**config.mk**
```make
export PLATFORM = sky130hd
export DESIGN_NAME = gsensor_spi_master
export DESIGN_NICKNAME = d
export VERILOG_FILES = /design/src/rtl/gsensor_spi_master.sv
export SDC_FILE = /design/constraint.sdc
export NUM_CORES = 1
export LEC_CHECK = 0
export CORE_MARGIN = 1
export CORE_UTILIZATION = 60
export CTS_BUF_LIST = sky130_fd_sc_hd__clkbuf_16
export CTS_CLUSTER_SIZE = 16
export DETAILED_ROUTE_END_ITERATION = 6
export PLACE_DENSITY = 0.85
export SYNTH_ARGS = -nofsm -noshare
export SYNTH_HDL_FRONTEND = slang
export SYNTH_SLANG_ARGS = --single-unit
```
**constraint.sdc**
```tcl
create_clock -name clk -period 4.3 [get_ports clk]
set_input_delay 0.645 -clock clk [delete_from_list [all_inputs] [get_ports clk]]
set_output_delay 0.645 -clock clk [all_outputs]
set_load 0.01 [all_outputs]
```
**src/rtl/gsensor_spi_master.sv**
```systemverilog
// rtl/gsensor_spi_master.sv - SPI mode-3 master for accelerometer register reads/writes
module gsensor_spi_master #(
  parameter int CLK_DIV = 25
) (
  input  logic       clk,
  input  logic       rst,
  input  logic       req_valid,
  output logic       req_ready,
  input  logic       req_rw,
  input  logic [5:0] req_addr,
  input  logic [2:0] req_len,
  input  logic [7:0] req_wdata,
  output logic       rd_valid,
  output logic [7:0] rd_data,
  output logic       rd_last,
  output logic       busy,
  output logic       gsensor_sclk,
  output logic       gsensor_cs_,
  output logic       gsensor_mosi,
  input  logic       gsensor_miso
);

  typedef enum logic [2:0] {IDLE, SETUP, SHIFT, HOLD, GAP} state_t;

  // Counter is wide enough for the 2*CLK_DIV inter-frame gap, not just a half-period.
  localparam logic [8:0] HALF_LOAD = 9'(CLK_DIV - 1);
  localparam logic [8:0] GAP_LOAD  = 9'(2 * CLK_DIV - 1);

  state_t     state_q, state_d;
  logic [8:0] cnt_q, cnt_d;
  logic [5:0] bit_q, bit_d;        // rising edges completed in this frame
  logic [5:0] nbits_q, nbits_d;    // total bits in this frame, 16..56
  logic       rw_q, rw_d;
  logic [7:0] cmd_q, cmd_d;
  logic [7:0] wdata_q, wdata_d;
  logic       sclk_q, sclk_d;
  logic       cs_q, cs_d;
  logic       mosi_q, mosi_d;
  logic [7:0] rx_q, rx_d;
  logic       pend_q, pend_d;      // a data byte completed on the last rising edge
  logic       pend_last_q, pend_last_d;
  logic       rd_valid_q, rd_valid_d;
  logic       rd_last_q, rd_last_d;
  logic [7:0] rd_data_q, rd_data_d;

  logic [2:0] len_eff;
  logic [7:0] cmd_new;
  logic [7:0] tx_byte;
  logic       tx_bit;

  // Clamp the requested length and form the command byte from the live request inputs.
  always_comb begin
    len_eff = req_len;
    if (!req_rw || req_len == 3'd0) begin
      len_eff = 3'd1;
    end else if (req_len == 3'd7) begin
      len_eff = 3'd6;
    end
    cmd_new = {req_rw, (len_eff > 3'd1), req_addr};
  end

  // Byte 0 is the command, byte 1 carries write data, read data bytes send zeros.
  always_comb begin
    tx_byte = 8'h00;
    if (bit_q[5:3] == 3'd0) begin
      tx_byte = cmd_q;
    end else if (bit_q[5:3] == 3'd1 && !rw_q) begin
      tx_byte = wdata_q;
    end
    tx_bit = tx_byte[3'd7 - bit_q[2:0]];
  end

  // Next-state and datapath updates for the frame sequencer.
  always_comb begin
    state_d     = state_q;
    cnt_d       = cnt_q;
    bit_d       = bit_q;
    nbits_d     = nbits_q;
    rw_d        = rw_q;
    cmd_d       = cmd_q;
    wdata_d     = wdata_q;
    sclk_d      = sclk_q;
    cs_d        = cs_q;
    mosi_d      = mosi_q;
    rx_d        = rx_q;
    pend_d      = 1'b0;
    pend_last_d = 1'b0;
    rd_valid_d  = pend_q;
    rd_last_d   = pend_last_q;
    rd_data_d   = pend_q ? rx_q : rd_data_q;

    case (state_q)
      IDLE: begin
        if (req_valid) begin
          state_d = SETUP;
          cs_d    = 1'b0;
          sclk_d  = 1'b1;
          mosi_d  = cmd_new[7];
          rw_d    = req_rw;
          cmd_d   = cmd_new;
          wdata_d = req_wdata;
          nbits_d = {3'(len_eff + 3'd1), 3'b000};
          bit_d   = 6'd0;
          cnt_d   = HALF_LOAD;
        end
      end
      SETUP: begin
        if (cnt_q == 9'd0) begin
          state_d = SHIFT;
          sclk_d  = 1'b0;
          mosi_d  = tx_bit;
          cnt_d   = HALF_LOAD;
        end else begin
          cnt_d = cnt_q - 9'd1;
        end
      end
      SHIFT: begin
        if (cnt_q != 9'd0) begin
          cnt_d = cnt_q - 9'd1;
        end else begin
          cnt_d = HALF_LOAD;
          if (!sclk_q) begin
            sclk_d = 1'b1;
            rx_d   = {rx_q[6:0], gsensor_miso};
            bit_d  = bit_q + 6'd1;
            if (rw_q && bit_q[2:0] == 3'd7 && bit_q[5:3] != 3'd0) begin
              pend_d      = 1'b1;
              pend_last_d = ((bit_q + 6'd1) == nbits_q);
            end
          end else if (bit_q == nbits_q) begin
            state_d = HOLD;
          end else begin
            sclk_d = 1'b0;
            mosi_d = tx_bit;
          end
        end
      end
      HOLD: begin
        if (cnt_q == 9'd0) begin
          state_d = GAP;
          cs_d    = 1'b1;
          mosi_d  = 1'b0;
          cnt_d   = GAP_LOAD;
        end else begin
          cnt_d = cnt_q - 9'd1;
        end
      end
      GAP: begin
        if (cnt_q == 9'd0) begin
          state_d = IDLE;
        end else begin
          cnt_d = cnt_q - 9'd1;
        end
      end
      default: begin
        state_d = IDLE;
        cs_d    = 1'b1;
        sclk_d  = 1'b1;
      end
    endcase
  end

  // State register; reset aborts any frame and parks the bus idle.
  always_ff @(posedge clk) begin
    if (rst) begin
      state_q     <= IDLE;
      cnt_q       <= 9'd0;
      bit_q       <= 6'd0;
      nbits_q     <= 6'd0;
      rw_q        <= 1'b0;
      cmd_q       <= 8'h00;
      wdata_q     <= 8'h00;
      sclk_q      <= 1'b1;
      cs_q        <= 1'b1;
      mosi_q      <= 1'b0;
      rx_q        <= 8'h00;
      pend_q      <= 1'b0;
      pend_last_q <= 1'b0;
      rd_valid_q  <= 1'b0;
      rd_last_q   <= 1'b0;
      rd_data_q   <= 8'h00;
    end else begin
      state_q     <= state_d;
      cnt_q       <= cnt_d;
      bit_q       <= bit_d;
      nbits_q     <= nbits_d;
      rw_q        <= rw_d;
      cmd_q       <= cmd_d;
      wdata_q     <= wdata_d;
      sclk_q      <= sclk_d;
      cs_q        <= cs_d;
      mosi_q      <= mosi_d;
      rx_q        <= rx_d;
      pend_q      <= pend_d;
      pend_last_q <= pend_last_d;
      rd_valid_q  <= rd_valid_d;
      rd_last_q   <= rd_last_d;
      rd_data_q   <= rd_data_d;
    end
  end

  assign req_ready    = (state_q == IDLE);
  assign busy         = (state_q != IDLE);
  assign rd_valid     = rd_valid_q;
  assign rd_data      = rd_data_q;
  assign rd_last      = rd_last_q;
  assign gsensor_sclk = sclk_q;
  assign gsensor_cs_  = cs_q;
  assign gsensor_mosi = mosi_q;

endmodule

```
==> out/results.md, run 1 <==
| Result | This run | Unit |
|:---|:---|:---|
| Run status | complete, no violations | - |
| Share of cells above drive strength 1 | 7.576 | % |
| Most used cells in the layout excluding fill and tap cells | nand2_1 (62), dfxtp_1 (60), a21oi_1 (40), clkdlybuf4s50_1 (35), nor2_1 (29) | - |
| Hold Violations, Final | 0 | - |
| Count of input and output buffers | 36 | - |
| Critical path data required time | 4540 | ps |
| Critical path class | input pin to flop | - |
| Number of max-slew violations in the final report | 0 | - |
| Clk_lat worst skew | 330 | ps |
| Layout Nets | 422 | - |
| Cell chosen for the clock root | clkbuf_16 | - |
| Sinks on the clock net | 60 | - |
| Worst reg2reg path startpoint | state_q[2]$_SDFFE_PP0P_ | - |
| Number of vias per cell | 5.929 | - |
| Slack of the worst reg-to-reg path | 1800 | ps |
| Hold-fix buffers at CTS | 0 | - |
| Filler instances | 358 | - |
| Setup repair bufs after CTS | 0 | - |
| Die height | 73.49 | um |
| Kind of capture point of the worst setup path | flop | - |
| Number of clock buffers inserted by TritonCTS | 9 | - |
| Global-route wire length before repair | 11040 | um |
| Sequential cell area fraction in the yosys report | 39.17 | % |
| PwrDens | 553.7 | nW/um^2 |
| Max clock buf depth | 2 | - |
| Gate count of the mapped netlist | 367 | - |
| Sum of internal, switching and leakage power | 2047 | uW |
| Cell-internal power | 1333 | uW |
| Top routing layer in use | met4 | - |
| Core region area | 4817 | sq um |
| Net Switching | 713.8 | uW |
| Final WS setup | 1408 | ps |
| Final worst path period need | 2892 | ps |
| Number of antenna violations at the first check in global routing | 0 | - |
| Number of flip-flops and latches in the synthesized netlist | 60 | - |
| DR pass1 iterations | 4 | - |
| Worst Hold Launch | pend_last_q$_SDFF_PP0_ | - |
| Worst Hold Depth | 1 | - |
| Data arrival at the endpoint of the critical path | 3140 | ps |
| Final Instance Area | 3697 | sq um |
| Number of maximum-capacitance violations | 0 | - |
| Hold EP | rd_last$_SDFF_PP0_ | - |
| Sw Share | 34.87 | % |
| Combinational group share of total power | 31.9 | % |
| Peak VDD IR | 0.4019 | mV |
| Nets in the synthesized netlist | 397 | - |
| Portion of total power attributed to the clock network | 33.1 | % |
| Routed Wire Length | 6790 | um |
| Starting DRT DRC Count | 162 | - |
| Total congestion overflow after global routing | 0 | - |
| Pin count of the biggest net entering global routing | 59 | - |
| CTS tree | yes | - |
| Final cell utilization of the core | 76.75 | % |
| Crit start category | input pin | - |
| GP Congestion | 0.8622 | - |
| Layout-stage area growth over the synthesis result | 20.56 | % |
| Horiz. Die Dim | 73.49 | um |
| Vias in the first global route | 2469 | - |
| Clock slew at the register clock pins of the worst setup and hold paths | 50 | ps |
| Num rows | 25 | - |
| Total leakage power | 0.001383 | uW |
| Met1 Routed Length | 3171 | um |
| Placement-stage worst setup slack | 1126 | ps |
| Unique masters post-synth | 52 | - |
| Setup repair after global routing missed its margin | no | - |
| Yosys synthesis warning count | 0 | - |
| Number of endpoints failing setup at the final stage | 0 | - |
| Highest attainable clock frequency | 0.3458 | GHz |
| Post-detailed-route wirelength per cell | 14.67 | um |
| Routed length on met2 | 3106 | um |
| Fin crit share | 67.26 | % |
| Routed vias | 2745 | - |
| Most frequent standard cell in the layout excluding fill and tap cells | nand2_1 | - |
| Max-slew headroom | 30.49 | % |
| HPWL Detailed | 4405 | um |
| Number of placed I/O pins | 37 | - |
| Detail Route Antenna Nets | 0 | - |
| Starting density of the core | 63.66 | % |
| CTS-repair resized insts | 0 | - |
| Skew final | 6.764 | ps |
| Count of H-tree levels built during CTS | 3 | - |
| Met3 wirelength from detailed routing | 358 | um |
| Mean instance size in the synthesized netlist | 8.356 | sq um |
| Sequential share of power | 35.0 | % |
| Antenna diode count | 0 | - |
| Floorplan die area | 5401 | sq um |
| Reg2Reg Depth | 4 | - |
| Worst-path fanout max | 24 | - |
| Aggregate global-route resource usage | 26.88 | % |
| Pin slew with the least headroom to its limit | 1043 | ps |
| Type of the tightest min-delay check | flop to flop | - |
| DRC violations left | 0 | - |
| Summed negative setup slack over all endpoints | 0 | ps |
| Synthesized cell area | 3067 | sq um |
| Capture point of the worst reg-to-reg path | cnt_q[8]$_SDFFE_PP0P_ | - |
| Post-detailed-placement cell area | 3415 | sq um |
[per-stage QoR]
stage	instances	hold WS [ps]
6_report	463	451.6
5_1_grt	463	464.8
4_1_cts	463	453.8
3_5_place_dp	448	442.8
3_3_place_gp	448	418.3
2_1_floorplan	367	413.8
[cell families (layout without fill, tap and decap cells)]
| group | Yosys count | count (layout) | share of synthesized area (%) |
|---|---|---|---|
| simple gates | 152 | 152 | 25.25 |
| compound gates | 86 | 86 | 17.14 |
| flops | 60 | 60 | 39.17 |
| buf+inv | 31 | 60 | 4.080 |
| mux | 19 | 19 | 7.915 |
| xor+xnor | 10 | 10 | 2.856 |
| fa+ha+maj | 9 | 9 | 3.591 |
[flip-flops by register name, indices dropped and copies added (netlist names)]
register / count
rd_valid: 1
nbits_q: 3
rx_q: 8
bit_q: 6
rd_last: 1
gsensor_mosi: 1
gsensor_sclk: 1
cnt_q: 9
pend_last_q: 1
wdata_q: 8
state_q: 3
rd_data: 8
pend_q: 1
cmd_q: 7
rw_q: 1
gsensor_cs_: 1
[how the worst max path moves through the flow]
stage	start	to	slack [ps]	depth (start not counted)
6_report	req_valid	bit_q[5]$_SDFFE_PP0P_	1410	6
5_1_grt	req_valid	bit_q[5]$_SDFFE_PP0P_	1300	6
4_1_cts	req_valid	bit_q[3]$_SDFFE_PP0P_	1440	6
3_5_place_dp	req_valid	bit_q[5]$_SDFFE_PP0P_	1130	6
3_3_place_gp	req_valid	bit_q[3]$_SDFFE_PP0P_	1200	6
2_1_floorplan	req_valid	bit_q[3]$_SDFFE_PP0P_	2140	6
[layer usage]
metal	track usage [%]	vias to the layer above
met5	0	-
met4	10.90	0
met3	7.133	16
met2	42.00	91
met1	35.26	1288
li1	-	1350
[layout make-up]
type                       count  area [sq um]  area share, %
inverter                       9         33.78         0.9137
multi-input combinational    276          1740          47.07
timing repair buffer          36         355.3          9.611
clock buffer                   9         225.2          6.091
clock inverter                 6         57.56          1.557
tap                           67         83.83          2.267
sequential                    60          1201          32.49
[synth_stat cells (all sizes together)]
cell type | n | share of area [%]
o41ai | 2 | 0.57
a311oi | 2 | 0.57
a21o | 3 | 0.73
nand3 | 12 | 2.0
nor4b | 3 | 0.86
a2111o | 1 | 0.37
maj3 | 1 | 0.33
o22ai | 1 | 0.65
or3 | 6 | 1.2
o21ai | 15 | 2.4
xor2 | 7 | 2.0
a221oi | 3 | 0.86
nor3 | 8 | 1.5
nor4 | 3 | 0.82
or3b | 2 | 0.57
a21oi | 40 | 6.5
or2 | 1 | 0.20
nor2b | 4 | 0.82
o21bai | 1 | 0.24
or4 | 3 | 0.86
and2 | 2 | 0.41
xnor2 | 3 | 0.86
o221ai | 2 | 0.57
nand2 | 63 | 7.8
nand2b | 4 | 0.82
nor2 | 32 | 5.2
clkbuf | 16 | 2.0
inv | 9 | 1.1
a31oi | 9 | 1.8
dfxtp | 60 | 39
o21a | 1 | 0.24
buf | 6 | 1.0
o31a | 1 | 0.29
or4b | 2 | 0.78
nand4 | 1 | 0.20
mux2 | 2 | 0.73
nor3b | 1 | 0.24
a211oi | 5 | 1.2
mux4 | 4 | 2.9
and3 | 5 | 1.0
ha | 8 | 3.3
mux2i | 13 | 4.2
[critical path, cell delays in order]
cell and delay [ps]:
clkdlybuf4s50_1 630, or3b_1 480, nor2_4 510, o22ai_4 220, or4b_1 510, a21oi_1 140
[power by group through the flow]
stage	clock network [uW]	registers, uW	logic (uW)
final	678	716	653
after global routing	716	725	712
after CTS	685	712	644
after detailed placement	0	723	634
after global placement	0	719	624
after floorplan	0	692	509
(Power assumes the default switching activity.)
==> inputs of run 2 (changes only) <==
- CORE_UTILIZATION: 60 -> 55
- PLACE_DENSITY: 0.85 -> 0.79
- clock period: 4.3 -> 2.8 ns (I/O delays scaled with it)
==> run 2 against run 1 <==
Combinational power grew 56%. Sequential share of layout area shrank 0.37 points. First-iteration DRC count grew 12%. Via count is essentially flat. Global-route usage shrank 1.7 points. Final cell count grew 1.9%. Flip-flop and latch count is the same. Critical path depth shrank 3. Register-to-register slack lost 1300 ps. Critical path type is now flop to output port. Critical endpoint is now req_ready.
==> out/results.md, run 2 (synthesized netlist as in run 1, its figures left out) <==
| Result | This run | Unit | Delta |
|:---|:---|:---|:---|
| Worst-path cell with the longest stage delay | clkdlybuf4s50_1 | - |  |
| Flip-flop count of the largest register, all copies and words added | 9 | - | unchanged |
| Post-detailed-placement cell area | 3456 | sq um | +1.2% |
| Post-detailed-route wirelength per cell | 14.71 | um | +0.30% |
| Highest attainable clock frequency | 0.4207 | GHz |  |
| Met2 routing resource usage after global routing | 40.45 | % | -1.6 points |
| Setup repair after global routing missed its margin | no | - |  |
| Cell class contributing the biggest share of worst-path delay | simple AND/OR/NAND/NOR gates | - |  |
| HPWL Detailed | 4569 | um | +3.7% |
| Met3 global-route usage | 6.190 | % | -0.94 points |
| Vias in the first global route | 2579 | - | +4.5% |
| Kind of capture point of the worst setup path | output port | - |  |
| Pin count of the biggest net entering global routing | 44 | - | -25% |
| List of cells traversed by the critical path | or2_2, nor2_1, clkdlybuf4s50_1 | - |  |
| Global-route met1 utilization | 32.76 | % | -2.5 points |
| Total congestion overflow after global routing | 0 | - | unchanged |
| GP Congestion | 0.8429 | - | -2.2% |
| Max clock buf depth | 2 | - | unchanged |
| Total leakage power | 0.001414 | uW | +2.2% |
| Detail Route Antenna Nets | 0 | - | unchanged |
| CTS tree | yes | - |  |
| DRC violations left | 0 | - | unchanged |
| Count of H-tree levels built during CTS | 3 | - | unchanged |
| Final worst path period need | 2377 | ps |  |
| Most used cells in the layout excluding fill and tap cells | nand2_1 (62), dfxtp_1 (60), a21oi_1 (40), clkdlybuf4s50_1 (35), nor2_1 (29) | - |  |
| Number of maximum-capacitance violations | 0 | - | unchanged |
| Layout-stage area growth over the synthesis result | 21.95 | % |  |
| Layout Nets | 427 | - | +1.2% |
| Sinks on the clock net | 60 | - | unchanged |
| Aggregate global-route resource usage | 25.22 | % | -1.7 points |
| Routed vias | 2743 | - | -0.073% |
| Setup repair bufs after CTS | 0 | - | unchanged |
| PwrDens | 846.3 | nW/um^2 | +53% |
| Floorplan die area | 5878 | sq um | +8.8% |
| Final cell utilization of the core | 71.40 | % | -5.3 points |
| Share of cells above drive strength 1 | 8.706 | % | +1.1 points |
| Final Instance Area | 3740 | sq um | +1.2% |
| Clock slew at the register clock pins of the worst setup and hold paths | 50 | ps | about the same |
| Worst-path fanout max | 13 | - | -46% |
| Count of input and output buffers | 36 | - | unchanged |
| Most frequent standard cell in the layout excluding fill and tap cells | nand2_1 | - |  |
| Crit start category | flop | - |  |
| Number of antenna violations at the first check in global routing | 0 | - | unchanged |
| Number of max-slew violations in the final report | 0 | - | unchanged |
| Routed Wire Length | 6943 | um | +2.3% |
| Summed negative setup slack over all endpoints | 0 | ps | unchanged |
| Starting DRT DRC Count | 182 | - | +12% |
| Pin slew with the least headroom to its limit | 646.2 | ps | -396.5 ps |
| Clk_lat worst skew | 320 | ps | about the same |
| Hold Violations, Final | 0 | - | unchanged |
| Skew final | 4.718 | ps | -2.046 ps |
| Number of clock buffers inserted by TritonCTS | 9 | - | unchanged |
| Worst slack on hold paths | 449.3 | ps | -2.376 ps |
| CTS-repair resized insts | 0 | - | unchanged |
| Most used routing layer in global routing | met2 | - |  |
| Run status | complete, no violations | - |  |
| Num rows | 26 | - | +4.0% |
| Hold-fix buffers at CTS | 0 | - | unchanged |
| Die height | 76.67 | um | +4.3% |
| Biggest register | cnt_q | - |  |
| Critical path class | flop to output port | - |  |
| Horiz. Die Dim | 76.67 | um | +4.3% |
| Starting density of the core | 58.55 | % | -5.1 points |
| Type of the tightest min-delay check | flop to flop | - |  |
| Core region area | 5238 | sq um | +8.7% |
| Buffers plus inverters on the worst setup path | 1 | - | unchanged |
| Critical path data required time | 2380 | ps | -2160 ps |
| Area used by multi-input combinational logic | 1740 | sq um | unchanged |
| Delay of the slowest cell on the worst path | 570 | ps | -60 ps |
| Global-route wire length before repair | 11840 | um | +7.2% |
| Antenna diode count | 0 | - | unchanged |
| Sequential cell area | 1201 | sq um | unchanged |
| Number of placed I/O pins | 37 | - | unchanged |
| Filler instances | 429 | - | +20% |
| DR pass1 iterations | 4 | - | unchanged |
| Cell chosen for the clock root | clkbuf_16 | - |  |
| Max-slew headroom | 56.59 | % | +26 points |
| Data arrival at the endpoint of the critical path | 1960 | ps | -1180 ps |
| Sum of internal, switching and leakage power | 3165 | uW | +55% |
| Peak VDD IR | 0.5268 | mV | +31% |
| Fin crit share | 84.90 | % |  |
| Number of endpoints failing setup at the final stage | 0 | - | unchanged |
| Number of vias per cell | 5.811 | - | -2.0% |
-- run 2: cell count changes in the layout (fill, tap and decap cells not counted), sizes merged --
| cell | previous run | this run |
|---|---|---|
| buf | 1 | 6 |
| clkinv | 2 | 4 |
| clkinvlp | 2 | 1 |
-- run 2: stage by stage --
stage,instances,setup WS [ps]
global placement,456,506.6
detailed placement,456,450.4
CTS,472,436.8
floorplan,367,811.9
global route,472,353.9
finish,472,422.9
-- run 2: worst register-to-register path, stage by stage, from the launching register on --
cell     delay, ps
dfxtp_1        330
inv_1          120
ha_1           170
or4b_4         500
nor2_8         260
o22ai_4        170
or4b_1         480
a21oi_1        150
-- run 2: path summary, 6_finish.rpt --
check                           from               endpoint  slack, ps  cells after the start
max          state_q[0]$_SDFFE_PP0P_              req_ready        420                      3
min reg2reg   pend_last_q$_SDFF_PP0_     rd_last$_SDFF_PP0_        450                      1
min           pend_last_q$_SDFF_PP0_     rd_last$_SDFF_PP0_        450                      1
max reg2reg    cnt_q[0]$_SDFFE_PP0P_  bit_q[5]$_SDFFE_PP0P_        550                      7
-- run 2: power by group --
| part | internal [uW] | total (uW) | switching [uW] | leakage [uW] |
|---|---|---|---|---|
| sequential | 964 | 1100 | 133 | 0.000489 |
| clock | 675 | 1050 | 377 | 0.000141 |
| combinational | 421 | 1020 | 596 | 0.000783 |
-- run 2: layout make-up --
| type | count | share of cell area, % |
|---|---|---|
| clock buffers | 9 | 6.022 |
| well taps | 70 | 2.342 |
| multi-input cells | 276 | 46.54 |
| inverters | 9 | 0.9033 |
| repair buffers | 41 | 10.51 |
| clock inverters | 7 | 1.572 |
| flip-flops and latches | 60 | 32.12 |
-- run 2: routing by layer --
metal | vias to the layer above | share of wire [%]
li1 | 1365 | -
met4 | 0 | 0.88
met1 | 1300 | 47
met5 | - | 0
met2 | 74 | 48
met3 | 4 | 4.8
==> inputs of run 3 (changes only) <==
- clock period: 2.8 -> 2.24 ns (I/O delays scaled with it)
==> run 3 against run 2 <==
Sequential share of layout area shrank 1.1 points. Register-to-register slack lost 410 ps. Die area is the same. Final cell count grew 3.4%. Worst hold slack lost 74 ps. First-iteration DRC count grew 4.9%. Combinational power grew 42%. Largest cell class unchanged.
==> out/results.md, run 3 (synthesized netlist as in run 1, its figures left out) <==
| Result | This run | Unit | Delta |
|:---|:---|:---|:---|
| Reg2Reg Depth | 7 | - | unchanged |
| Cell chosen for the clock root | clkbuf_16 | - |  |
| Critical path class | flop to output port | - |  |
| Count of input and output buffers | 36 | - | unchanged |
| Critical Path Sink | busy | - |  |
| Sequential cell area | 1201 | sq um | unchanged |
| PwrDens | 1069 | nW/um^2 | +26% |
| Antenna diode count | 0 | - | unchanged |
| Cell class contributing the biggest share of worst-path delay | buffers and inverters | - |  |
| Worst slack on hold paths | 375.2 | ps | -74.06 ps |
| Routed vias | 2878 | - | +4.9% |
| Crit start category | flop | - |  |
| Delay of the slowest cell on the worst path | 560 | ps | about the same |
| Capture point of the worst reg-to-reg path | bit_q[5]$_SDFFE_PP0P_ | - |  |
| Setup repair after global routing missed its margin | no | - |  |
| Floorplan die area | 5878 | sq um | unchanged |
| Routed Wire Length | 7102 | um | +2.3% |
| Sinks on the clock net | 60 | - | unchanged |
| CTS tree | yes | - |  |
| Worst setup path start | state_q[0]$_SDFFE_PP0P_ | - |  |
| Final worst path period need | 2118 | ps |  |
| Sum of internal, switching and leakage power | 4144 | uW | +31% |
| Most used cells in the layout excluding fill and tap cells | nand2_1 (62), dfxtp_1 (60), a21oi_1 (40), clkdlybuf4s50_1 (35), nor2_1 (28) | - |  |
| Aggregate global-route resource usage | 25.01 | % | -0.21 points |
| Peak VDD IR | 0.7536 | mV | +43% |
| Number of vias per cell | 5.898 | - | +1.5% |
| Total leakage power | 0.001496 | uW | +5.8% |
| List of cells traversed by the critical path | or2_4, nor2_2, inv_1, clkdlybuf4s50_1 | - |  |
| Fin crit share | 94.57 | % |  |
| Placement-stage worst setup slack | 34.45 | ps | -415.9 ps |
| Clk_lat worst skew | 330 | ps | about the same |
| Number of placed I/O pins | 37 | - | unchanged |
| DRC violations left | 0 | - | unchanged |
| Clock slew at the register clock pins of the worst setup and hold paths | 60 | ps | about the same |
| Number of maximum-capacitance violations | 0 | - | unchanged |
| Count of H-tree levels built during CTS | 3 | - | unchanged |
| Summed negative setup slack over all endpoints | 0 | ps | unchanged |
| Total congestion overflow after global routing | 0 | - | unchanged |
| Buffers plus inverters on the worst setup path | 2 | - | +1 |
| Highest attainable clock frequency | 0.4720 | GHz |  |
| Starting DRT DRC Count | 191 | - | +4.9% |
| Core region area | 5238 | sq um | unchanged |
| Most frequent standard cell in the layout excluding fill and tap cells | nand2_1 | - |  |
| Final WS setup | 121.6 | ps | -301.4 ps |
| Num rows | 26 | - | unchanged |
| Global-route wire length before repair | 11750 | um | -0.76% |
| Kind of capture point of the worst setup path | output port | - |  |
| Critical path data required time | 1900 | ps | -480 ps |
| Filler instances | 386 | - | -10% |
| Vias in the first global route | 2579 | - | unchanged |
| Hold Violations, Final | 0 | - | unchanged |
| Max clock buf depth | 2 | - | unchanged |
| Final cell utilization of the core | 74.01 | % | +2.6 points |
| Crit. path cell count | 4 | - | +1 |
| Starting density of the core | 58.55 | % | unchanged |
| Number of clock buffers inserted by TritonCTS | 9 | - | unchanged |
| Pin slew with the least headroom to its limit | 585.3 | ps | -60.84 ps |
| Slack of the worst reg-to-reg path | 140 | ps | -410 ps |
| Hold-fix buffers at CTS | 0 | - | unchanged |
| Worst-path cell with the longest stage delay | dfxtp_1 | - |  |
| Pin count of the biggest net entering global routing | 58 | - | +32% |
| Flip-flop count of the largest register, all copies and words added | 9 | - | unchanged |
| Max-slew headroom | 60.98 | % | +4.4 points |
| Worst reg2reg path startpoint | cnt_q[0]$_SDFFE_PP0P_ | - |  |
| Layout Nets | 443 | - | +3.7% |
| HPWL Detailed | 4774 | um | +4.5% |
| Worst-path fanout max | 13 | - | unchanged |
| GP Congestion | 0.8330 | - | -1.2% |
| Layout-stage area growth over the synthesis result | 26.40 | % |  |
| Biggest register | cnt_q | - |  |
| Number of endpoints failing setup at the final stage | 0 | - | unchanged |
| Horiz. Die Dim | 76.67 | um | unchanged |
| Skew final | 9.079 | ps | +4.361 ps |
| Detail Route Antenna Nets | 0 | - | unchanged |
| Area used by multi-input combinational logic | 1757 | sq um | +0.93% |
| DR pass1 iterations | 4 | - | unchanged |
| Share of cells above drive strength 1 | 13.16 | % | +4.5 points |
| Number of antenna violations at the first check in global routing | 0 | - | unchanged |
| Die height | 76.67 | um | unchanged |
| Data arrival at the endpoint of the critical path | 1780 | ps | -180 ps |
| Run status | complete, no violations | - |  |
| Post-detailed-route wirelength per cell | 14.55 | um | -1.1% |
| Type of the tightest min-delay check | input pin to flop | - |  |
| Number of max-slew violations in the final report | 0 | - | unchanged |
## run 3: cell count changes in the layout (fill, tap and decap cells not counted)
cell | previous run | this run
nor2_1 | 29 | 28
nor4b_1 | 3 | 2
nor4b_2 | 0 | 1
inv_1 | 10 | 9
or2_4 | 0 | 1
or2_2 | 1 | 0
nor2_2 | 0 | 1
buf_4 | 5 | 21
inv_2 | 0 | 1
a211oi_1 | 5 | 4
a211oi_2 | 0 | 1
## run 3: routing by layer
metal  GRT usage [%]  vias to the layer above  part of all wire, %
met2           38.48                      107                   46
met4           14.23                        0                  2.7
li1                -                     1399                    -
met3           4.881                       23                  6.2
met1           32.70                     1349                   45
met5               0                        -                    0
## run 3: area by class of cell
cell class | instances | area share (%)
Timing Repair Buffer | 57 | 13.23
Clock buffer | 9 | 5.810
Inverter | 9 | 0.8715
Multi-Input combinational cell | 276 | 45.32
Tap cell | 70 | 2.260
Sequential cell | 60 | 30.99
Clock inverter | 7 | 1.517
## run 3: how the worst min path moves through the flow
stage	cells after the start	endpoint	start
detailed placement	1	rd_last$_SDFF_PP0_	pend_last_q$_SDFF_PP0_
floorplan	1	pend_q$_SDFF_PP0_	rst
CTS	4	cnt_q[7]$_SDFFE_PP0P_	rst
global placement	1	rd_last$_SDFF_PP0_	pend_last_q$_SDFF_PP0_
global route	4	cnt_q[7]$_SDFFE_PP0P_	rst
finish	4	cnt_q[7]$_SDFFE_PP0P_	rst
## run 3: per-stage QoR
stage,std cells,cell area [sq um]
after detailed placement,469,3553
after CTS,485,3840
after floorplan,367,3067
final,488,3876
after global routing,488,3876
after global placement,469,3553
## run 3: what timing repair did
action | in CTS | in global routing
pin swaps | 0 | 1
buffers inserted | 0 | 3
gates resized for setup | 1 | 4
endpoints found under the setup margin | 1 | 5
gates cloned | 0 | 0
## run 3: power breakdown
group          internal [uW]  total (uW)  switching [uW]  leakage, uW
registers               1200        1370             162     0.000489
logic                    655        1450             793     0.000865
clock network            844        1330             485     0.000141
total                   2700        4140            1440      0.00150
## run 3: worst register-to-register path: cells and delay by family, from the launching register on
family	cells	cell delay, ps
compound gates	2	280
simple gates	3	1170
flops	1	340
buf+inv	1	90
fa+ha+maj	1	150
==> variant 1 (flow settings as in run 1) <==
The 5 states of `state_t` get a one-hot encoding in 5 bits.
--- a/src/rtl/gsensor_spi_master.sv
+++ b/src/rtl/gsensor_spi_master.sv
@@ -20,7 +20,7 @@
   input  logic       gsensor_miso
 );
 
-  typedef enum logic [2:0] {IDLE, SETUP, SHIFT, HOLD, GAP} state_t;
+  typedef enum logic [4:0] {IDLE = 5'b00001, SETUP = 5'b00010, SHIFT = 5'b00100, HOLD = 5'b01000, GAP = 5'b10000} state_t;
 
   // Counter is wide enough for the 2*CLK_DIV inter-frame gap, not just a half-period.
   localparam logic [8:0] HALF_LOAD = 9'(CLK_DIV - 1);
Formal check against the unedited RTL: same outputs for any inputs over 10 cycles, from zero or initial values and one cycle with rst high; not proved beyond that.
==> variant 1 against run 1 <==
- die area fell by 2.8%
- sequential cell count increased by 2
- critical path type is now reg -> out
- count of clock-buffer cells in the layout is the same
- wire length grew 0.63%
- setup slack gained 68 ps
- non-clock buffer count increased by 2
- hold slack got worse by 11 ps
- clock skew decreased by 2.5 ps
- area after synthesis is 2.9% lower
- cell area down 2.2%
- fmax rose by 2.4%
Power is not compared: it rests on default switching activity, and its combinational part moved more than twofold at a synthesized area within 25%.
==> variant 1: results (changes against run 1) <==
{| class="wikitable"
! Metric !! Value
|-
| Pin count of the biggest net entering global routing || 56 (was 59)
|-
| Drt pass-1 iters || 5 (was 4)
|-
| Worst reg2reg setup slack || 1490 ps (was 1800 ps)
|-
| Share of layout cells above drive strength 1 || 8.997% (was 7.576%)
|-
| Run status || complete, no violations (unchanged)
|-
| Non-filler cells in the finished layout || 456 (was 463)
|-
| Post-Place Worst Slack || 1629 ps (was 1126 ps)
|-
| Synth top cells by count || sky130_fd_sc_hd__nand2_1 (68), sky130_fd_sc_hd__dfxtp_1 (62), sky130_fd_sc_hd__a21oi_1 (42) (was sky130_fd_sc_hd__nand2_1 (62), sky130_fd_sc_hd__dfxtp_1 (60), sky130_fd_sc_hd__a21oi_1 (40))
|-
| Initial DRC count || 250 (was 162)
|-
| Slew at the pin closest to its max-slew limit || 782.6 ps (was 1043 ps)
|-
| Total length of routed met3 wires || 399 um (was 358 um)
|-
| Worst r2r src || cnt_q[0]$_SDFFE_PP0P_ (was state_q[2]$_SDFFE_PP0P_)
|-
| Capturing point of the worst reg2reg path || bit_q[2]$_SDFFE_PP0P_ (was cnt_q[8]$_SDFFE_PP0P_)
|-
| Sum of met2 wire segment lengths after detailed routing || 3.347 mm (was 3.106 mm)
|-
| Overall routing resource usage || 28.25% (was 26.88%)
|-
| Ratio of routed vias to standard cells || 5.985 (was 5.929)
|-
| Count of unique library cells instantiated by Yosys || 49 (was 52)
|-
| Global Route met1 Usage || 35.74% (was 35.26%)
|-
| Worst setup endpoint || busy (was bit_q[5]$_SDFFE_PP0P_)
|-
| M3 GR Usage || 4.444% (was 7.133%)
|-
| Fill cell count || 353 (was 358)
|-
| Crit path time final || 2824 ps (was 2892 ps)
|-
| Synthesized area per cell || 8.416 um^2 (was 8.356 um^2)
|-
| Count of placed standard cells including taps || 440 (was 448)
|-
| Cell depth of the worst flop-to-flop path || 8 (was 4)
|-
| Syn Nets || 382 (was 397)
|-
| Wire length on met1 || 2.918 mm (was 3.171 mm)
|-
| Data arrival time at the worst-slack endpoint || 2180 ps (was 3140 ps)
|-
| Worst hold slack after final layout || 440.8 ps (was 451.6 ps)
|}
-- variant 1: cell count changes in the layout (fill, tap and decap cells not counted), moves of 4 or more --
cell / run 1 / this run
sky130_fd_sc_hd__a31oi_1: 9 / 0
sky130_fd_sc_hd__clkinv_2: 1 / 5
sky130_fd_sc_hd__nand2_1: 62 / 68
sky130_fd_sc_hd__nand3_1: 12 / 6
sky130_fd_sc_hd__nor2_1: 29 / 24
sky130_fd_sc_hd__nor2b_1: 4 / 8
sky130_fd_sc_hd__o21ai_0: 14 / 9
sky130_fd_sc_hd__xnor2_1: 3 / 9
-- variant 1: critical path, stage by stage (launching register included) --
cell	delay [ps]
sky130_fd_sc_hd__dfxtp_1	400
sky130_fd_sc_hd__or3_1	410
sky130_fd_sc_hd__nor3_1	390
sky130_fd_sc_hd__inv_1	150
sky130_fd_sc_hd__clkdlybuf4s50_1	510
-- variant 1: logic make-up after synthesis --
kind of cell | count (synthesis) | synth area share [%]
adders and majority gates | 7 | 2.856
buffers and inverters | 27 | 3.570
muxes | 14 | 6.384
xor gates and xnor gates | 14 | 4.116
DFF | 62 | 41.66
and+or+nand+nor | 154 | 26.08
AOI/OAI and AO/OA | 76 | 15.33
-- variant 1: layout make-up --
| class | count | area share (%) |
|---|---|---|
| multi-input cells | 265 | 45.14 |
| clock inverters | 7 | 0.9000 |
| flip-flops and latches | 62 | 34.34 |
| well taps | 67 | 2.319 |
| clock buffers | 9 | 6.231 |
| repair buffers | 38 | 10.25 |
| inverters | 8 | 0.8307 |
-- variant 1: power breakdown --
group / leakage (nW) / switching (mW) / internal, mW
Sequential: 0.504 / 0.0309 / 0.605
Clock: 0.137 / 0.242 / 0.379
Combinational: 0.692 / 0.143 / 0.115
==> variant 2 (config.mk and constraints of run 1) <==
Made on the original files. Set the parameter `CLK_DIV` to 12 (it was 25).
--- a/src/rtl/gsensor_spi_master.sv
+++ b/src/rtl/gsensor_spi_master.sv
@@ -1,6 +1,6 @@
 // rtl/gsensor_spi_master.sv - SPI mode-3 master for accelerometer register reads/writes
 module gsensor_spi_master #(
-  parameter int CLK_DIV = 25
+  parameter int CLK_DIV = 12
 ) (
   input  logic       clk,
   input  logic       rst,
Function: same outputs for any inputs over 10 cycles, from zero or initial values and one cycle with rst high; that may be too few to reach the edited logic, so the function may still have changed.
==> variant 2 against run 1 <==
- wire length shrank 1.8%
- die area is 2.2% lower
- cell area is 0.85% lower
- area after synthesis fell by 2.2%
- via count down 4.4%
- setup slack better by 220 ps
- sequential cell count unchanged
- sequential power fell by 6.6%
- power decreased by 9.1%
- critical path type is now reg -> out
- largest cell class unchanged
- largest power group is now the clock network
- highest routed layer unchanged
==> variant 2: results (changes against run 1) <==
{| class="wikitable"
! Metric !! Value
|-
| Run status || complete, no violations (unchanged)
|-
| Final Skew || 5.273 ps (was 6.764 ps)
|-
| HPWL after DPL || 4.426 mm (was 4.405 mm)
|-
| Slew at the pin closest to its max-slew limit || 985.9 ps (was 1043 ps)
|-
| Non-filler cells in the finished layout || 456 (was 463)
|-
| Launch point of the worst path || state_q[0]$_SDFFE_PP0P_ (was req_valid)
|-
| Drt pass-1 iters || 5 (was 4)
|-
| Slowest cell on crit path || sky130_fd_sc_hd__dfxtp_1 (was sky130_fd_sc_hd__clkdlybuf4s50_1)
|-
| Gate family responsible for the most delay along the worst path || flip-flops (was simple AND/OR/NAND/NOR gates)
|-
| Worst r2r src || cnt_q[0]$_SDFFE_PP0P_ (was state_q[2]$_SDFFE_PP0P_)
|-
| Layout Nets || 414 (was 422)
|-
| Pin count of the biggest net entering global routing || 52 (was 59)
|-
| Fill cell count || 354 (was 358)
|-
| Syn Nets || 392 (was 397)
|-
| Worst reg2reg setup slack || 1670 ps (was 1800 ps)
|-
| Critical path peak fanout || 17 (was 24)
|-
| Capturing point of the worst reg2reg path || bit_q[2]$_SDFFE_PP0P_ (was cnt_q[8]$_SDFFE_PP0P_)
|-
| Routability cong. || 0.8702 (was 0.8622)
|-
| Drt wl/cell || 14.63 um (was 14.67 um)
|-
| Final clock period utilization by the worst path || 62.04% (was 67.26%)
|-
| Sequential-to-total area share from yosys stat || 40.07% (was 39.17%)
|-
| Post-Place Worst Slack || 1479 ps (was 1126 ps)
|-
| Count of placed standard cells including taps || 440 (was 448)
|-
| Standby leakage power || 1.315 nW (was 1.383 nW)
|-
| Ratio of routed vias to standard cells || 5.757 (was 5.929)
|-
| Global-route wire length before repair || 11.13 mm (was 11.04 mm)
|-
| Count of unique library cells instantiated by Yosys || 55 (was 52)
|-
| Maximum vdd drop || 340.8 uV (was 401.9 uV)
|-
| Worst setup endpoint || busy (was bit_q[5]$_SDFFE_PP0P_)
|-
| Share of layout cells above drive strength 1 || 8.226% (was 7.576%)
|-
| Main area contributors after synthesis || sky130_fd_sc_hd__dfxtp_1 (40%), sky130_fd_sc_hd__nand2_1 (7.6%), sky130_fd_sc_hd__a21oi_1 (6.7%), sky130_fd_sc_hd__nor2_1 (3.9%), sky130_fd_sc_hd__ha_1 (3.3%) (was sky130_fd_sc_hd__dfxtp_1 (39%), sky130_fd_sc_hd__nand2_1 (7.6%), sky130_fd_sc_hd__a21oi_1 (6.5%), sky130_fd_sc_hd__mux2i_1 (4.2%), sky130_fd_sc_hd__nor2_1 (3.5%))
|}
variant 2: cell types whose count changed in the layout (fill, tap and decap cells not counted), moves of 4 or more:
| cell | run 1 | this run |
|---|---|---|
| sky130_fd_sc_hd__xnor2_1 | 3 | 10 |
| sky130_fd_sc_hd__a31oi_1 | 9 | 3 |
| sky130_fd_sc_hd__o21ai_0 | 14 | 8 |
| sky130_fd_sc_hd__nand3_1 | 12 | 16 |
variant 2: per-layer routing:
| metal | global-route usage, % | share of wire [%] | vias to the layer above |
|---|---|---|---|
| met5 | 0 | 0 | - |
| met4 | 14.60 | 2.0 | 0 |
| met1 | 35.51 | 45 | 1220 |
| met2 | 43.41 | 47 | 83 |
| li1 | - | - | 1307 |
| met3 | 6.077 | 5.9 | 15 |
variant 2: stage by stage:
stage          hold slack (ps)  area (um^2)
6_report                 452.4         3666
3_3_place_gp             434.8         3341
5_1_grt                  475.5         3666
3_5_place_dp             442.1         3341
2_1_floorplan            413.8         2998
4_1_cts                  454.6         3666
variant 2: final cells by class:
cell class	count	area (um^2)	share of cell area [%]
inverters	11	41.29	1.126
flip-flops and latches	60	1201	32.76
clock buffers	9	225.2	6.143
well taps	67	83.83	2.287
clock inverters	7	100.1	2.730
multi-input cells	265	1647	44.91
repair buffers	37	367.9	10.03
variant 2: cell families after synthesis:
family / Yosys count / synth area share [%]
simple gates: 149 / 24.21
xor+xnor: 17 / 4.967
mux: 15 / 6.720
buf+inv: 37 / 5.008
fa+ha+maj: 9 / 3.673
flops: 60 / 40.07
compound gates: 75 / 15.36
variant 2: report_power, final:
group | switching [mW] | leakage (nW) | internal (mW)
sequential | 0.0622 | 0.489 | 0.607
clock | 0.260 | 0.160 | 0.510
combinational | 0.243 | 0.666 | 0.179
total | 0.565 | 1.31 | 1.30
